==> src/rtl/muldiv_unit.sv <==
// Iterative multiply/divide unit: radix-2 shift-add multiply and restoring divide,
// one iteration per clock, WIDTH iterations per operation.
module muldiv_unit #(
    parameter int WIDTH = 32
) (
    input  logic               clk,
    input  logic               rst,
    input  logic               start,
    input  logic [1:0]         op,
    input  logic               annul,
    input  logic [WIDTH-1:0]   a,
    input  logic [WIDTH-1:0]   b,
    output logic               busy,
    output logic               ready,
    output logic [2*WIDTH-1:0] result,
    output logic               div_zero,
    output logic [1:0]         o_dbg_state
);

    // Handshake: start is taken only in IDLE (annul wins); ready pulses for the one
    // DONE cycle, and result/div_zero then hold until the next ready pulse.
    typedef enum logic [1:0] {
        S_IDLE = 2'd0,
        S_MUL  = 2'd1,
        S_DIV  = 2'd2,
        S_DONE = 2'd3
    } state_t;

    localparam logic [WIDTH-1:0] LAST_ITER = WIDTH'(WIDTH - 1);

    state_t             r_state;
    state_t             w_state_nxt;
    logic               w_accept;
    logic               w_load_res;

    logic [WIDTH-1:0]   r_hi;
    logic [WIDTH-1:0]   r_lo;
    logic [WIDTH-1:0]   r_opb;
    logic [WIDTH-1:0]   r_a;
    logic [WIDTH-1:0]   r_cnt;
    logic               r_bzero;
    logic               r_neg_lo;
    logic               r_neg_hi;
    logic [2*WIDTH-1:0] r_result;
    logic               r_div_zero;

    logic               w_signed;
    logic [WIDTH:0]     w_mul_sum;
    logic [WIDTH-1:0]   w_mul_hi;
    logic [WIDTH-1:0]   w_mul_lo;
    logic [2*WIDTH-1:0] w_prod;
    logic [WIDTH:0]     w_rem_sh;
    logic               w_ge;
    logic [WIDTH-1:0]   w_sub;
    logic [WIDTH-1:0]   w_div_hi;
    logic [WIDTH-1:0]   w_div_lo;
    logic [2*WIDTH-1:0] w_final;

    function automatic logic [WIDTH-1:0] f_mag(input logic [WIDTH-1:0] x, input logic sgn);
        return (sgn && x[WIDTH-1]) ? -x : x;
    endfunction

    always_ff @(posedge clk or negedge rst) begin
        if (!rst) begin
            r_state <= S_IDLE;
        end else begin
            r_state <= w_state_nxt;
        end
    end

    always_comb begin
        w_state_nxt = r_state;
        w_accept    = 1'b0;
        w_load_res  = 1'b0;
        case (r_state)
            S_IDLE: begin
                if (start && !annul) begin
                    w_accept    = 1'b1;
                    w_state_nxt = op[1] ? S_DIV : S_MUL;
                end
            end
            S_MUL: begin
                if (annul) begin
                    w_state_nxt = S_IDLE;
                end else if (r_cnt == LAST_ITER) begin
                    w_load_res  = 1'b1;
                    w_state_nxt = S_DONE;
                end
            end
            S_DIV: begin
                if (annul) begin
                    w_state_nxt = S_IDLE;
                end else if (r_bzero || (r_cnt == LAST_ITER)) begin
                    w_load_res  = 1'b1;
                    w_state_nxt = S_DONE;
                end
            end
            S_DONE:  w_state_nxt = S_IDLE;
            default: w_state_nxt = S_IDLE;
        endcase
    end

    assign w_signed = ~op[0];

    // Multiply: r_lo holds the remaining multiplier bits, product shifts in from the top.
    assign w_mul_sum = {1'b0, r_hi} + (r_lo[0] ? {1'b0, r_opb} : '0);
    assign w_mul_hi  = w_mul_sum[WIDTH:1];
    assign w_mul_lo  = {w_mul_sum[0], r_lo[WIDTH-1:1]};
    assign w_prod    = {w_mul_hi, w_mul_lo};

    // Divide: r_hi is the partial remainder, r_lo shifts dividend out / quotient in.
    assign w_rem_sh = {r_hi, r_lo[WIDTH-1]};
    assign w_ge     = (w_rem_sh >= {1'b0, r_opb});
    assign w_sub    = w_rem_sh[WIDTH-1:0] - r_opb;
    assign w_div_hi = w_ge ? w_sub : w_rem_sh[WIDTH-1:0];
    assign w_div_lo = {r_lo[WIDTH-2:0], w_ge};

    always_comb begin
        w_final = '0;
        if (r_state == S_MUL) begin
            w_final = r_neg_lo ? -w_prod : w_prod;
        end else if (r_bzero) begin
            w_final = {r_a, {WIDTH{1'b1}}};
        end else begin
            w_final = {(r_neg_hi ? -w_div_hi : w_div_hi), (r_neg_lo ? -w_div_lo : w_div_lo)};
        end
    end

    always_ff @(posedge clk or negedge rst) begin
        if (!rst) begin
            r_hi       <= '0;
            r_lo       <= '0;
            r_opb      <= '0;
            r_a        <= '0;
            r_cnt      <= '0;
            r_bzero    <= 1'b0;
            r_neg_lo   <= 1'b0;
            r_neg_hi   <= 1'b0;
            r_result   <= '0;
            r_div_zero <= 1'b0;
        end else begin
            if (w_accept) begin
                r_hi     <= '0;
                r_lo     <= f_mag(a, w_signed);
                r_opb    <= f_mag(b, w_signed);
                r_a      <= a;
                r_cnt    <= '0;
                r_bzero  <= (b == '0);
                r_neg_lo <= w_signed & (a[WIDTH-1] ^ b[WIDTH-1]);
                r_neg_hi <= w_signed & a[WIDTH-1];
            end else if ((r_state == S_MUL) && !annul) begin
                r_hi  <= w_mul_hi;
                r_lo  <= w_mul_lo;
                r_cnt <= r_cnt + WIDTH'(1);
            end else if ((r_state == S_DIV) && !annul) begin
                r_hi  <= w_div_hi;
                r_lo  <= w_div_lo;
                r_cnt <= r_cnt + WIDTH'(1);
            end
            if (w_load_res) begin
                r_result   <= w_final;
                r_div_zero <= (r_state == S_DIV) && r_bzero;
            end
        end
    end

    assign busy        = (r_state != S_IDLE);
    assign ready       = (r_state == S_DONE);
    assign result      = r_result;
    assign div_zero    = r_div_zero;
    assign o_dbg_state = r_state;

endmodule

==> config.mk <==
export PLATFORM = sky130hd
export DESIGN_NAME = muldiv_unit
export DESIGN_NICKNAME = d
export VERILOG_FILES = /design/src/rtl/muldiv_unit.sv
export SDC_FILE = /design/constraint.sdc
export NUM_CORES = 1
export LEC_CHECK = 0
export CAP_MARGIN = 10
export CORE_MARGIN = 5
export CORE_UTILIZATION = 65
export CTS_CLUSTER_SIZE = 8
export DETAILED_ROUTE_END_ITERATION = 6
export PLACE_DENSITY = 0.85
export SYNTH_ARGS = -nofsm -noshare
export SYNTH_HDL_FRONTEND = slang
export SYNTH_SLANG_ARGS = --single-unit
==> constraint.sdc <==
create_clock -name clk -period 8.25 [get_ports clk]
set_clock_uncertainty 0.15 [all_clocks]
set_input_delay 1.2375 -clock clk [delete_from_list [all_inputs] [get_ports clk]]
set_output_delay 1.2375 -clock clk [all_outputs]
set_load 0.02 [all_outputs]
Yosys cells after proc, flatten, opt, wreduce, memory -nomap -nowiden --
Index checks and enable logic that the tools add are counted.
Word-level totals: word-level logic and storage cells 76, output and inout bits 69, register bits after elaboration 230
Operators by class: eq/ne operators 7, multiplexer cells 32, bitwise gates (word level) 4, add/subtract/negate cells 8, reductions and logical operators 13, order comparisons 1
Operators with widths (number):
- 2-to-1 mux 32 bit | 15
- 2-to-1 mux 64 bit | 3
- negator 32 bit | 4
- negator 64 bit | 1
- adder 32 x 32 -> 33 bit | 1
- greater-or-equal comparator 33 x 32 -> 1 bit | 1
- adder 32 x 1 -> 32 bit, second input constant | 1
- equality test 32 x 5 -> 1 bit, second input constant | 1
- logical NOT 32 bit | 1
- subtractor 32 bit | 1
- 2-to-1 mux 2 bit | 6
- one-hot mux 2 bit (4 select lines) | 1
- logical AND 1 bit | 6
- 2-to-1 mux 1 bit | 6
- != test 3 bit, second input constant | 2
- equality test 2 bit, second input constant | 2
- AND reduction 3 bit | 1
- nonzero test 3 bit | 1
- AND 1 bit | 2
- equality test 2 x 1 -> 1 bit, second input constant | 1
- logical NOT 2 bit | 1
- != test 2 bit, second input constant | 1
- one-hot mux 1 bit (2 select lines) | 1
- nonzero test 2 bit | 1
- other kinds (4) | 4

Depth between registers and ports, before layout --
Gate-level depths: netlist (run 1).
depth after elaboration 6, mapped depth 23, gate-level depth less buffers 17

Least setup slack after synthesis (run 1) --
Ideal clock, no wire load.
path kind reg-to-reg, from reg r_hi[2], to reg r_result[56] (netlist: result[56]), stages on the path, launching flop included 20, data arrival time 4.651 ns, setup time 0.083 ns, setup slack 3.366 ns, required time 8.017 ns, path through dfrtp_1 -> ha_1 -> a21o_1 -> a21oi_1 -> a21boi_0 -> o21ai_1 -> nand3_1 -> inv_2 -> buf_2 -> buf_2 -> buf_2 -> mux2i_1 -> ha_1 -> nand4_1 -> mux2_2 -> nor4_2 -> a21oi_1 -> xnor2_1 -> a221o_1 -> o21ai_0
On the way: cells in the longest elaborated chain, start to end 6, elaborated cells between the ends (all ways) 10, classes of those cells add/sub (4); order compare (1); mux (5)
Ends and longest elaborated chain:
- start, declared | line 36 | logic [WIDTH-1:0] r_hi;
- start signal, assigned | line 152 | r_hi <= w_mul_hi;
- start signal, assigned | line 156 | r_hi <= w_div_hi;
- subtractor 32 bit or greater-or-equal comparator 33 x 32 -> 1 bit (tied branches) | line 114, 113
- 2-to-1 mux 32 bit | line 115 | assign w_div_hi = w_ge ? w_sub : w_rem_sh[WIDTH-1:0];
- negator 32 bit | line 125 | w_final = {(r_neg_hi ? -w_div_hi : w_div_hi), (r_neg_lo ? -w_div_lo : w_div_lo)};
- 2-to-1 mux 32 bit | line 125
- 2-to-1 mux 64 bit | line 122 | end else if (r_bzero) begin
- 2-to-1 mux 64 bit (*) | line 120 | if (r_state == S_MUL) begin
- end signal, assigned | line 161 | r_result <= w_final;
- end, declared | line 44 | logic [2*WIDTH-1:0] r_result;
Every way passes the cells marked *; elsewhere a longest branch is shown, timed or not. A chain may end at the register's enable or synchronous reset.

Worst setup path in the final report (run 1) --
from reg r_lo[0], to reg r_result[61] (netlist: result[61])
On the way: cells in the longest elaborated chain, start to end 5
Ends and longest elaborated chain:
- start, declared | line 37 | logic [WIDTH-1:0] r_lo;
- start signal, assigned | line 144 | r_lo <= f_mag(a, w_signed);
- start signal, assigned | line 153 | r_lo <= w_mul_lo;
- start signal, assigned | line 157 | r_lo <= w_div_lo;
- 2-to-1 mux 32 bit (*) | line 106 | assign w_mul_sum = {1'b0, r_hi} + (r_lo[0] ? {1'b0, r_opb} : '0);
- adder 32 x 32 -> 33 bit (*) | line 106
- negator 64 bit | line 121 | w_final = r_neg_lo ? -w_prod : w_prod;
- 2-to-1 mux 64 bit (*) | line 121
- 2-to-1 mux 64 bit (*) | line 120
Marked as above.

==> run_results.csv, run 1 <==
group,metric,value,unit
outcome,status,"finished, final reports clean",
floorplan,die_area,34000,sq um
yosys,syn_nets,2754,
sta,finalCritPeriodShare,72.4,%
worst_setup_path,slowest_delay,0.92,ns
sta,maxSlewHeadroom,21.4,%
worst_setup_path,crit_slowest_cell,"a2111oi_1",
floorplan,coreArea,29800,sq um
yosys,yosysTopAreaCellShare,29.1,%
placed_design,placed_cells,2977,
floorplan,ioPinCount,139,
cts,htree_levels,2,
grt,overflow,0,
placed_design,port_buffers,138,
yosys,yosysMostFrequentCell,"nand2_1",
grt,grt_usage,41.1,%
yosys,synth_top_area_cell,"dfrtp_1",
floorplan,die_x,184,um
yosys,ys_seq_area_share,29.1,%
sta,rsz0062_at_grt,"false",
cts,ctsRootBufferMaster,"clkbuf_16",
cells_and_area,finalNetCount,2771,
yosys,netlist_top_cells_count,"480 x nand2_1, 239 x o21ai_0, 230 x dfrtp_1, 184 x nor2_1, 151 x a21oi_1",
sta,fin_crit,5.97,ns
cts,clock_latency,0.54,ns
worst_setup_path,regToRegSetupSlack,2.28,ns
detailed_routing,firstDrtPassIters,6,
pwr,ir_drop,0.367,mV
cts,cts.sinks,230,
worst_hold_path,hold_class,"flip-flop to flip-flop",
worst_setup_path,worstPathMaxFanout,32,
floorplan,fp-row-count,63,
cells_and_area,n_fill_cell,2171,
worst_setup_path,critPathLaunch,"r_lo[0]",
yosys,netlist_area,19800,sq um
worst_hold_path,min_from,"result[12]",
pwr,p_leak,9.64,nW
detailed_routing,drc,0,
worst_setup_path,worstSetupPathType,"flip-flop to flip-flop",
worst_setup_path,critPathLaunchType,"flip-flop",
sta,tightest_slew,1.18,ns
detailed_routing,ant_nets,0,
cts,cts_resized,0,
yosys,avgSynthCellArea,7.58,sq um
cells_and_area,diodes,0,
worst_setup_path,r2r_end,"result[61]",
sta,fin_hold_ws,0.325,ns
sta,hold_viol,0,
cells_and_area,syn_to_final_growth,11.8,%
floorplan,initial_core_util,66.3,%
worst_setup_path,crit_path_end_kind,"flip-flop",
grt,grt_pass1_vias,20600,
detailed_routing,avgRoutedWirePerCell,24.0,um
detailed_routing,routed_via_density,7.14,
yosys,async_flop_share,100,%
floorplan,dieHeight,184,um
cts,cts_tree,"done",
worst_setup_path,r2r-start,"r_lo[0]",
cts,numCtsBuffers,35,
run,max-cap-violations,0,
worst_setup_path,crit_buf_inv,2,
yosys,synth_edf_count,0,
detailed_routing,drt_iter0_drc,3359,
yosys,yosysWarnings,0,
placed_design,gp_congestion,1.09,
yosys,synthFlopType,"dfrtp_1",
grt,antenna_found_initial,0,
detailed_routing,routed_wl,72500,um
grt,grt_max_degree,117,
pwr,cellPowerDensity,441,nW/um^2
yosys,synth_cells,2607,
sta,setup_viol_count_final,0,
cells_and_area,drive_gt1_share,4.45,%
yosys,yosysUniqueCellTypes,90,
cts,post_cts_buffers,0,
sta,fmax,167,MHz
yosys,ys_seq_elements,230,
yosys,synthTopCellsByArea,"dfrtp_1 29%, nand2_1 9.1%, o21ai_0 6.1%",
cts,clockBufferDepth,3,
placed_design,dp.final_hpwl,51700,um
worst_hold_path,holdPathStages,1,
worst_hold_path,min_to,"result[12]",
detailed_routing,vias,21600,
cts,clkTransAtPathRegs,0.05,ns
cts,cts-hold-fix-buffers,0,
worst_setup_path,cp.required,8.52,ns
sta,final-max-slew-violation-count,0,
cells_and_area,final_cells,3020,
sta,tns,0,ns
worst_setup_path,path_cells,"inv_1 -> buf_4 -> nor2_1 -> ha_1 -> a21oi_1 -> nand2_1 -> nand4b_1 -> a2111oi_1 -> or2_2 -> xnor2_1 -> nand4bb_1 -> nor4b_1 -> nor3_1 -> o31ai_1 -> a21bo_2",
worst_setup_path,cp_top_family,"simple AND/OR/NAND/NOR gates",
worst_setup_path,arrival,6.24,ns
worst_setup_path,r2r_cells,15,
grt,grt_first_pass_wirelength,112000,um
[stage by stage]
step	setup slack, ns	power (mW)	utilization [%]	instance area (sq um)
floorplan	3.37	6.29	-	19800
global placement	2.71	7.89	70.9	21100
detailed placement	2.55	8.02	70.9	21100
CTS	2.52	9.41	74.1	22100
global route	2.00	10.2	74.1	22100
finish	2.28	9.75	74.1	22100
[worst register-to-register path, stage by stage (launching register included)]
cell	delay [ns]
dfrtp_1	0.43
inv_1	0.08
buf_4	0.35
nor2_1	0.15
ha_1	0.38
a21oi_1	0.49
nand2_1	0.17
nand4b_1	0.27
a2111oi_1	0.92
or2_2	0.28
xnor2_1	0.17
nand4bb_1	0.57
nor4b_1	0.93
nor3_1	0.10
o31ai_1	0.20
a21bo_2	0.24
[registers in the layout, summed over array words and instances (netlist names)]
signal and flops:
r_neg_hi 1, r_cnt 32, div_zero 1, r_hi 32, r_neg_lo 1, o_dbg_state 2, r_opb 32, r_bzero 1
result 64, r_lo 32, r_a 32
[where the power goes]
group          internal (mW)  switching, mW  leakage (nW)
Sequential              1.42          0.521          3.01
Clock                  0.779          0.548         0.478
Combinational           2.20           4.27          6.15
Total                   4.41           5.34          9.64
[routing by layer]
metal / wire, um / part of all wire [%] / vias up / global-route usage, %
met5: 0 / 0 / - / 0
met2: 31800 / 44 / 1709 / 65.4
met4: 3700 / 5.1 / 0 / 16.4
met3: 9720 / 13 / 391 / 9.77
li1: - / - / 9360 / -
met1: 27300 / 38 / 10100 / 54.5
[worst max path at each step]
stage                             to  slack [ns]  cells after the start
after floorplan           result[56]        3.37                     19
after global placement    result[62]        2.71                     15
after detailed placement  result[61]        2.55                     15
after CTS                 result[61]        2.52                     15
after global routing      result[60]        2.00                     16
final                     result[61]        2.28                     15
[logic make-up after synthesis]
kind of cell / share of synthesized area [%]
simple gates: 23.8
compound gates: 25.3
buf+inv: 4.95
xor+xnor: 10.3
flops: 29.1
fa+ha+maj: 4.95
mux: 1.56
[placed cells by master (no fill, tap or decap), types with 42 or more instances in the layout]
| cell | n |
|---|---|
| nand2_1 | 479 |
| o21ai_0 | 239 |
| dfrtp_1 | 229 |
| nor2_1 | 182 |
| a21oi_1 | 150 |
| clkdlybuf4s50_1 | 137 |
| xor2_1 | 132 |
| xnor2_1 | 101 |
| ha_1 | 74 |
| inv_1 | 69 |
| nand3_1 | 69 |
| a21o_1 | 57 |
| nor3_1 | 47 |
| o31ai_1 | 47 |
| nor4_1 | 42 |
[final cells by class]
class	instances	area (sq um)	area share, %
Multi-Input combinational cell	2127	13100	59.1
Inverter	71	267	1.21
Tap cell	390	488	2.21
Sequential cell	230	5760	26.1
Clock buffer	38	907	4.11
Clock inverter	5	62.6	0.283
Timing Repair Buffer	159	1540	6.99
(Power assumes the default switching activity.)
==> inputs of run 2 (changes only) <==
Settings changed: CORE_UTILIZATION 65 to 61, PLACE_DENSITY 0.85 to 0.8.
Clock period 8.25 ns to 6.1 ns, I/O delays scaled along.
==> run_results.csv, run 2 (synthesis gave the netlist of run 1 again) <==
group,metric,value,unit
cells_and_area,drive_gt1_share,4.84,%
worst_setup_path,cp_top_family,"simple AND/OR/NAND/NOR gates",
worst_setup_path,r2r_cells,15,
detailed_routing,routed_wl,70300,um
worst_setup_path,r2r-start,"r_lo[0]",
worst_hold_path,holdPathStages,1,
sta,tightest_slew,1.16,ns
pwr,ir_drop,0.391,mV
worst_setup_path,worstSetupPathType,"flip-flop to flip-flop",
grt,grt_first_pass_wirelength,110000,um
worst_setup_path,crit_slowest_cell,"a2111oi_1",
worst_hold_path,min_from,"result[23]",
floorplan,die_x,190,um
sta,finalCritPeriodShare,90.9,%
worst_setup_path,path_cells,"inv_1 -> buf_4 -> nor2_1 -> ha_1 -> a21oi_1 -> nand2_1 -> nand4b_1 -> a2111oi_1 -> or2_2 -> xnor2_1 -> nand4bb_1 -> or4_1 -> nor4b_2 -> mux2i_1 -> o211ai_1",
sta,setup_viol_count_final,0,
sta,fmax,180,MHz
cts,clockBufferDepth,3,
worst_setup_path,worstPathMaxFanout,27,
cells_and_area,syn_to_final_growth,12.7,%
cts,cts.sinks,230,
sta,maxSlewHeadroom,22.4,%
detailed_routing,drc,0,
worst_setup_path,arrival,5.81,ns
grt,grt_max_degree,119,
detailed_routing,ant_nets,0,
cts,cts-hold-fix-buffers,0,
worst_setup_path,crit_path_end_kind,"flip-flop",
cells_and_area,final_cell_mix,"479 x nand2_1, 239 x o21ai_0, 229 x dfrtp_1",
detailed_routing,firstDrtPassIters,6,
cts,cts_tree,"done",
cells_and_area,layout_commonest_cell,"nand2_1",
outcome,status,"finished, final reports clean",
pwr,cellPowerDensity,586,nW/um^2
worst_setup_path,slowest_delay,0.86,ns
floorplan,coreArea,32300,sq um
cells_and_area,finalNetCount,2783,
detailed_routing,routed_via_density,6.76,
placed_design,dp.final_hpwl,52300,um
worst_setup_path,regToRegSetupSlack,0.56,ns
cts,htree_levels,2,
cts,post_cts_buffers,0,
floorplan,ioPinCount,139,
detailed_routing,drt_iter0_drc,2270,
placed_design,placed_cells,3041,
worst_hold_path,min_to,"result[23]",
cells_and_area,diodes,0,
floorplan,die_area,36100,sq um
floorplan,dieHeight,190,um
cts,numCtsBuffers,35,
cts,clock_latency,0.54,ns
cts,cts_resized,0,
worst_hold_path,hold_class,"flip-flop to flip-flop",
worst_setup_path,critPathLaunchType,"flip-flop",
cells_and_area,final_cells,3085,
placed_design,gp_congestion,1.02,
grt,antenna_found_initial,0,
grt,overflow,0,
run,max-cap-violations,0,
detailed_routing,vias,20800,
pwr,p_leak,9.70,nW
floorplan,initial_core_util,61.2,%
sta,final-max-slew-violation-count,0,
floorplan,fp-row-count,66,
grt,grt_usage,37.9,%
worst_setup_path,cp.required,6.37,ns
cts,clkTransAtPathRegs,0.06,ns
placed_design,port_buffers,138,
worst_setup_path,r2r_end,"result[62]",
sta,hold_viol,0,
sta,rsz0062_at_grt,"false",
cells_and_area,n_fill_cell,2594,
sta,fin_crit,5.54,ns
detailed_routing,avgRoutedWirePerCell,22.8,um
worst_setup_path,crit_buf_inv,2,
cts,ctsRootBufferMaster,"clkbuf_16",
grt,grt_pass1_vias,20000,
sta,tns,0,ns
cells_and_area,largest_register_ffs,64,
## run 2: worst max path at each step
stage,to,cells after the start,slack [ns],startpoint
floorplan,result[56],19,1.22,r_hi[2]
global placement,result[62],15,0.80,r_lo[0]
detailed placement,result[62],16,0.70,r_hi[19]
CTS,result[62],16,0.68,r_hi[19]
global route,result[61],16,0.22,r_lo[0]
finish,result[62],15,0.56,r_lo[0]
## run 2: final cells by class
cell class	count	area, sq um	area share (%)
inverter	71	267	1.20
timing repair buffer	171	1660	7.45
tap	442	553	2.48
sequential	230	5760	25.9
clock buffer	39	901	4.05
multi-input combinational	2127	13100	58.7
clock inverter	5	65.1	0.292
## run 2: per-stage QoR
stage / worst slack, ns / hold WS (ns) / area (sq um) / util, % / power, mW
3_3_place_gp: 0.801 / 0.308 / 21300 / 66.0 / 10.8
6_report: 0.558 / 0.320 / 22300 / 69.0 / 13.1
4_1_cts: 0.677 / 0.325 / 22300 / 69.0 / 12.7
5_1_grt: 0.221 / 0.342 / 22300 / 69.0 / 13.8
3_5_place_dp: 0.701 / 0.315 / 21300 / 66.0 / 10.9
2_1_floorplan: 1.22 / 0.288 / 19800 / - / 8.50
## run 2: per-layer routing
metal / part of all wire [%] / track usage, % / up-vias
met5: 0.051 / 0 / -
met1: 39 / 50.2 / 9881
met2: 45 / 60.1 / 1313
met4: 4.0 / 13.4 / 2
met3: 12 / 10.0 / 230
li1: - / - / 9420
## run 2: report_power, final
part | leakage, nW | internal [mW] | switching (mW)
clock network | 0.473 | 1.04 | 0.718
registers | 3.01 | 1.93 | 0.696
logic | 6.22 | 3.03 | 5.65
